$ cat config.mk
export PLATFORM = sky130hd
export DESIGN_NAME = bsg_demux_one_hot_buffered
export DESIGN_NICKNAME = d
export VERILOG_FILES = /design/src/rtl/bsg_demux_one_hot_buffered.sv
export SDC_FILE = /design/constraint.sdc
export NUM_CORES = 1
export LEC_CHECK = 0
export ABC_AREA = 1
export BUFFER_PORTS_ARGS = -buffer_cell sky130_fd_sc_hd__buf_4
export CAP_MARGIN = 20
export CORE_MARGIN = 3
export CORE_UTILIZATION = 40
export DETAILED_ROUTE_END_ITERATION = 8
export SYNTH_ARGS = -nofsm -noshare
export SYNTH_HDL_FRONTEND = slang
export SYNTH_SLANG_ARGS = --single-unit
$ cat constraint.sdc
create_clock -name clk_i -period 2.9 [get_ports clk_i]
set_input_delay 0.58 -clock clk_i [delete_from_list [all_inputs] [get_ports clk_i]]
set_output_delay 0.58 -clock clk_i [all_outputs]
set_load 0.01 [all_outputs]
$ cat src/rtl/bsg_demux_one_hot_buffered.sv
// One-hot demux: a single staging register feeds a 2-entry FIFO per output channel.
// Define BSG_DEMUX_ONE_HOT_SEL_CHECK_EN to drop non-one-hot selects and flag them on error_o.
module bsg_demux_one_hot_buffered #(
  parameter int width_p = 28,
  parameter int els_p   = 2
) (
  input  logic                       clk_i,
  input  logic                       reset_i,
  input  logic                       v_i,
  input  logic [width_p-1:0]         data_i,
  input  logic [els_p-1:0]           sel_one_hot_i,
  output logic                       ready_o,
  output logic [els_p-1:0]           v_o,
  output logic [els_p*width_p-1:0]   data_o,
  input  logic [els_p-1:0]           yumi_i,
  output logic                       error_o
);

  localparam int lg_els_lp = $clog2(els_p);

  logic [lg_els_lp-1:0] sel_idx;
  logic                 sel_drop;
  logic                 transfer;

  logic                 stage_v;
  logic                 stage_drop;
  logic [lg_els_lp-1:0] stage_sel;
  logic [width_p-1:0]   stage_data;
  logic                 stage_move;

  logic [els_p-1:0]     full;

  // Scanning downward leaves the lowest set bit as the winner.
  always_comb begin
    sel_idx = '0;
    for (int i = els_p - 1; i >= 0; i--) begin
      if (sel_one_hot_i[i]) sel_idx = lg_els_lp'(i);
    end
  end

`ifdef BSG_DEMUX_ONE_HOT_SEL_CHECK_EN
  logic error_r;

  assign sel_drop = (sel_one_hot_i == '0)
                  | ((sel_one_hot_i & (sel_one_hot_i - els_p'(1))) != '0);

  always_ff @(posedge clk_i or posedge reset_i) begin
    if (reset_i)                   error_r <= 1'b0;
    else if (transfer & sel_drop)  error_r <= 1'b1;
  end

  assign error_o = error_r;
`else
  assign sel_drop = (sel_one_hot_i == '0);
  assign error_o  = 1'b0;
`endif

  // A dropped beat always leaves the stage; otherwise it waits for room in its FIFO.
  assign stage_move = stage_v & (stage_drop | ~full[stage_sel]);
  assign ready_o    = ~stage_v | stage_move;
  assign transfer   = v_i & ready_o;

  always_ff @(posedge clk_i or posedge reset_i) begin
    if (reset_i)          stage_v <= 1'b0;
    else if (transfer)    stage_v <= 1'b1;
    else if (stage_move)  stage_v <= 1'b0;
  end

  always_ff @(posedge clk_i) begin
    if (transfer) begin
      stage_data <= data_i;
      stage_sel  <= sel_idx;
      stage_drop <= sel_drop;
    end
  end

  for (genvar i = 0; i < els_p; i++) begin : fifo
    logic [width_p-1:0] mem [2];
    logic               wptr;
    logic               rptr;
    logic               full_r;
    logic               empty_r;
    logic               enq;
    logic               deq;

    assign enq = stage_move & ~stage_drop & (stage_sel == lg_els_lp'(i));
    assign deq = yumi_i[i];

    // Enqueue only ever happens while not full, so flags follow from the prior state alone.
    always_ff @(posedge clk_i or posedge reset_i) begin
      if (reset_i) begin
        wptr    <= 1'b0;
        rptr    <= 1'b0;
        full_r  <= 1'b0;
        empty_r <= 1'b1;
      end else begin
        if (enq) wptr <= ~wptr;
        if (deq) rptr <= ~rptr;
        if (enq & ~deq) begin
          empty_r <= 1'b0;
          full_r  <= ~empty_r;
        end else if (deq & ~enq) begin
          full_r  <= 1'b0;
          empty_r <= ~full_r;
        end
      end
    end

    always_ff @(posedge clk_i) begin
      if (enq) mem[wptr] <= stage_data;
    end

    assign full[i]                        = full_r;
    assign v_o[i]                         = ~empty_r;
    assign data_o[i*width_p +: width_p]   = mem[rptr];
  end

`ifndef SYNTHESIS
  always @(posedge clk_i) begin
    if (!reset_i) begin
      assert ((yumi_i & ~v_o) == '0)
        else $error("bsg_demux_one_hot_buffered: yumi_i=%b while v_o=%b", yumi_i, v_o);
    end
  end
`endif

endmodule
==> flow_summary.yaml, run 1 <==
cts:
  ctsHtreeMaxLevel: 4
  tritoncts.num_buffers: 17
  holdBufCountCts: 0
  clk_pin_slew_ns: 0.05
  cts_setup_buffers: 0
  cts_tree: "done"
  ctsResizeCount: 0
  clock_latency_ns: 0.41
  cts_buffer_depth: 2
  cts_sinks: 151
  cts_root_buffer: "clkbuf_16"
layout:
  final_nets: 416
  area_growth_pct: 27.67
  num_antenna_cells: 0
  utilization_pct: 52.77
  final_layout_size_suffix_gt1_share_pct: 47.45
timing:
  worst-slew-pin-transition_ns: 0.8775
  period_minus_slack_ns: 2.515
  timing.hold.ws_ns: 0.1446
  maxSlewHeadroom_pct: 41.50
  max_clock_freq_mhz: 397.6
  setup_viol: 0
  finClkSkew_ns: 0.006187
  finalSetupTns_ns: 0
  slew_violations: 0
  finalCritPeriodShare_pct: 86.72
  rsz0062_at_grt: "false"
  finalHoldViolations: 0
critical_path:
  endpoint_kind: "primary output"
  reg2reg_from: "stage_sel$_SDFFCE_PP0P_"
  crit_chain: "mux2_2 > buf_4"
  path_class: "reg2out"
  critPathMaxStageDelay_ns: 0.93
  slowest_stage: "dfrtp_2"
  reg2reg_slack_ns: 0.90
  critPathArrivalTime_ns: 1.94
  timing.rr.end: "stage_data[14]$_DFFE_PP_"
  startpoint_type: "register"
  cp_max_fo: 29
  cp.required_ns: 2.32
  r2r.worst_path.cells: 6
grt:
  grt_start_max_net_pins: 30
  grt_pass1_vias: 2704
  track_usage_pct: 14.06
  grt_first_pass_wirelength_um: 15010
  antenna_found_initial: 0
  overflow: 0
die:
  row_count: 42
  dieArea_sq_um: 15240
  core_sq_um: 13350
  die_h_um: 123.4
  fp.dieW_um: 123.4
  ioPinCount: 95
  start_util_pct: 41.33
power:
  p_comb_share_pct: 20.1
  vdd_drop_max_v: 0.0004866
  total_power_uw: 6162
  powerDensity_nw_per_um2: 874.9
  pwr-share-seq_pct: 44.2
  p_int_uw: 4700
  p_leak_uw: 0.002693
  clkPwrFrac_pct: 35.7
  power_switching_uw: 1462
  netSwitchingFraction_pct: 23.73
run:
  drv_cap: 0
worst_hold_path:
  hp-class: "in2async"
synthesis:
  synth_xor_area_share_pct: 0.3175
  syn_avg_cell_area_sq_um: 20.74
  yosys.area_share.simple_pct: 1.860
  synth-main-ff-cell: "edfxtp_1"
  ys_ff_latch: 151
  synth-async-reset-ratio_pct: 5.960
  yosys.area.top_type_share_pct: 77.30
  synth_edf_count: 142
  synth_compound_area_share_pct: 0.4309
  ys_types: 19
  synth_common_cells: "edfxtp_1 (142), mux2_2 (36), mux2_4 (20)"
  synthMuxAreaShare_pct: 12.79
  synth_fa_ha_area_share_pct: 0.4536
  yosysMostFrequentCell: "edfxtp_1"
  netlist_area_sq_um: 5517
  seq_area_frac_synth_pct: 81.42
  synthTopCellsByArea: "edfxtp_1 (77%), mux2_2 (7.3%), mux2_4 (5.4%)"
  synthCells: 266
  synth_top_family_by_area: "multiplexers"
  synth_nets: 303
  ys.warnings.count: 0
  synth_top_cell_by_area: "edfxtp_1"
placement:
  port_buffers: 93
  hpwl_um: 6242
  routabilityCongestion: 0.7341
detailed_routing:
  drc: 0
  drtIter0Drc: 139
  num_vias: 2670
  firstDrtPassIters: 7
  postRouteAntennaNets: 0
  viasPerCell: 4.701
  wl_per_cell_um: 17.48
  routed_wl_um: 9929
outcome:
  outcome: "completed"
## through the flow
stage,instances,instance area [sq um],setup slack [ns]
6_report,568,7043,0.3850
5_1_grt,568,7043,0.2604
4_1_cts,568,7043,0.3107
3_5_place_dp,536,6450,0.7713
3_3_place_gp,536,6450,0.7955
2_1_floorplan,266,5517,0.4887
## worst max path at each step
stage                        startpoint                          end  slack [ns]
6_report       fifo[1].rptr$_DFFE_PP0P_                   data_o[32]        0.38
5_1_grt        fifo[1].rptr$_DFFE_PP0P_                   data_o[33]        0.26
4_1_cts        fifo[1].rptr$_DFFE_PP0P_                   data_o[32]        0.31
3_5_place_dp   fifo[1].rptr$_DFFE_PP0P_                   data_o[32]        0.77
3_3_place_gp   fifo[1].rptr$_DFFE_PP0P_                   data_o[32]        0.80
2_1_floorplan   stage_sel$_SDFFCE_PP0P_  fifo[0].mem[1][0]$_DFFE_PP_        0.49
## layer usage
layer | wire length, um | share of wire (%) | GRT usage [%]
met5 | 0 | 0 | 0
met4 | 136 | 1.4 | 6.228
met3 | 611 | 6.2 | 5.124
met2 | 4806 | 48 | 21.88
met1 | 4375 | 44 | 17.70
## power by group through the flow
stage / Clock (uW) / Combinational [uW] / Sequential (uW)
after floorplan: 0 / 858 / 2650
after global placement: 0 / 1260 / 2770
after global routing: 2340 / 1340 / 2760
after CTS: 2260 / 1270 / 2740
final: 2200 / 1240 / 2730
after detailed placement: 0 / 1270 / 2780
## worst max-delay path: cells and delay by family (launching register included)
family,cells,cell delay [ns]
mux,1,0.42
buf+inv,1,0.14
flops,1,0.93
## sequential cells by signal, indices dropped and copies added, names as in the netlist
| signal | flops |
|---|---|
| stage_sel | 1 |
| stage_data | 28 |
| fifo.rptr | 2 |
| fifo.wptr | 2 |
| stage_drop | 1 |
| fifo.full_r | 2 |
| fifo.empty_r | 2 |
| stage_v | 1 |
| fifo.mem | 112 |
## area by class of cell
type / instances / area (sq um)
fillers: 1092 / 6305
clock inverters: 12 / 156.4
well taps: 176 / 220.2
inverters: 19 / 71.32
clock buffers: 20 / 436.7
repair buffers: 101 / 770.7
flip-flops and latches: 151 / 4494
multi-input cells: 89 / 893.4
## logic make-up (layout without fill, tap and decap cells)
family | Yosys count | count (layout)
fa+ha+maj | 2 | 2
mux | 56 | 56
other cells | 1 | 1
xor+xnor | 2 | 2
compound gates | 4 | 4
flops | 151 | 151
buf+inv | 26 | 152
simple gates | 24 | 24
## cell usage in the layout, fill, tap and decap left out, types with 2 or more instances in the layout
cell,n
buf_4,100
mux2_4,20
nand4_1,3
o21ai_0,2
mux2_2,36
inv_1,18
nor2_4,2
ha_1,2
nand3_1,4
dfrtp_1,5
edfxtp_1,142
nor2_1,3
clkbuf_1,3
dfrtp_2,2
xor2_1,2
clkinv_1,7
dfstp_2,2
nand2_1,12
clkbuf_16,17
bufinv_16,4
(Power assumes the default switching activity.)
==> run 2: changes to the inputs <==
PLACE_DENSITY = 0.69   (was unset)
==> run 2 against run 1 <==
Net effect:
- fmax grew 7.5%
- register-to-register slack lost 0.09 ns
- final cell count grew 0.18%
- utilization grew 0.22 points
- highest routed layer unchanged
==> flow_summary.yaml, run 2 (same netlist as run 1, synthesis figures left out) <==
layout:
  final_layout_size_suffix_gt1_share_pct: 49.11
  final_common_cell: "edfxtp_1"
  final_nets: 417
  top_regs: "fifo.mem x112, stage_data x28"
  area_growth_pct: 28.21
  stdcell_area_sq_um: 7073
  utilization_pct: 52.99
  most-common-layout-cells: "edfxtp_1 (142), buf_4 (100), mux2_2 (36), mux2_4 (20), inv_1 (18)"
  top_register: "fifo.mem"
  num_antenna_cells: 0
  largest_reg_flops: 112
detailed_routing:
  postRouteAntennaNets: 0
  drtIter0Drc: 148
  wl_per_cell_um: 17.30
  firstDrtPassIters: 4
  top_layer: "met4"
  num_vias: 2620
  viasPerCell: 4.605
  dr_wl_met2_um: 4808
  routed_wl_um: 9846
  drc: 0
  dr_wl_met3_um: 707
  m1WireLength_um: 4257
die:
  core_sq_um: 13350
  dieArea_sq_um: 15240
  row_count: 42
  fp.dieW_um: 123.4
  start_util_pct: 41.33
  die_h_um: 123.4
  ioPinCount: 95
power:
  p_leak_uw: 0.002710
  vdd_drop_max_v: 0.0003141
  powerDensity_nw_per_um2: 877.4
timing:
  worst-slew-pin-transition_ns: 0.6182
  setup_viol: 0
  worst_slack_ns: 0.5615
  finClkSkew_ns: 0.009971
  finalHoldViolations: 0
  rsz0062_at_grt: "false"
  slew_violations: 0
  maxSlewHeadroom_pct: 58.53
  max_clock_freq_mhz: 427.6
  finalSetupTns_ns: 0
  finalCritPeriodShare_pct: 80.64
  timing.hold.ws_ns: 0.1381
  period_minus_slack_ns: 2.338
cts:
  ctsResizeCount: 0
  clock_latency_ns: 0.41
  holdBufCountCts: 0
  cts_setup_buffers: 0
  cts_sinks: 151
  cts_buffer_depth: 2
  clk_pin_slew_ns: 0.06
  cts_root_buffer: "clkbuf_16"
  ctsHtreeMaxLevel: 4
  cts_tree: "done"
  tritoncts.num_buffers: 17
grt:
  antenna_found_initial: 0
  grt_pass1_vias: 2728
  track_usage_pct: 13.68
  grt_first_pass_wirelength_um: 14820
  grt_start_max_net_pins: 29
  overflow: 0
placement:
  routabilityCongestion: 0.7475
  place_ws_ns: 0.7409
  hpwl_um: 6382
  placed_cell_area_sq_um: 6470
  port_buffers: 93
critical_path:
  startpoint_type: "register"
  cp_max_fo: 18
  path_class: "reg2out"
  critPathArrivalTime_ns: 1.76
  endpoint_kind: "primary output"
  cp.required_ns: 2.32
run:
  drv_cap: 0
worst_hold_path:
  hp-class: "in2async"
outcome:
  outcome: "completed"
## run 2: cell types whose count changed in the layout (fill, tap and decap cells not counted), sizes merged
cell      previous run  this run
inv                 19        18
clkbuf              20        23
clkinv               8         5
bufinv               4         3
clkinvlp             0         2
buf                101       102
## run 2: stage by stage
| step | instances | power, uW |
|---|---|---|
| floorplan | 266 | 3511 |
| global placement | 537 | 4058 |
| detailed placement | 537 | 4079 |
| CTS | 569 | 6285 |
| global route | 569 | 6472 |
| finish | 569 | 6206 |
## run 2: report_power, final
part	internal [uW]	switching (uW)
Combinational	739	551
Sequential	2570	139
Clock	1420	793
## run 2: routing by layer
| layer | track usage (%) | vias to the layer above |
|---|---|---|
| met5 | 0 | - |
| met1 | 17.83 | 1284 |
| met2 | 20.83 | 91 |
| met3 | 5.444 | 8 |
| met4 | 4.983 | 0 |
| li1 | - | 1237 |
## run 2: area by class of cell
class | instances | area, sq um
multi-input cells | 89 | 893.4
clock inverters | 9 | 125.1
inverters | 19 | 71.32
well taps | 176 | 220.2
flip-flops and latches | 151 | 4494
repair buffers | 102 | 790.8
fillers | 1082 | 6275
clock buffers | 23 | 478.0
## run 2: critical path, cell delays in order (launching register included)
cell	delay, ns
dfrtp_2	0.60
buf_12	0.23
mux2_2	0.36
buf_4	0.14
## run 2: worst paths after layout
kind	slack (ns)	end	cells past startpoint	start
setup / recovery	0.56	data_o[34]	3	fifo[1].rptr$_DFFE_PP0P_
hold / removal	0.14	fifo[1].full_r$_DFFE_PP0P_	2	reset_i
setup reg to reg	0.81	stage_data[10]$_DFFE_PP_	6	stage_sel$_SDFFCE_PP0P_
hold reg to reg	0.47	fifo[0].wptr$_DFFE_PP0N_	2	fifo[0].wptr$_DFFE_PP0N_
max in group asynchronous	2.45	fifo[0].empty_r$_DFFE_PP1P_	2	reset_i
min in group clk_i	0.34	stage_data[16]$_DFFE_PP_	1	data_i[16]
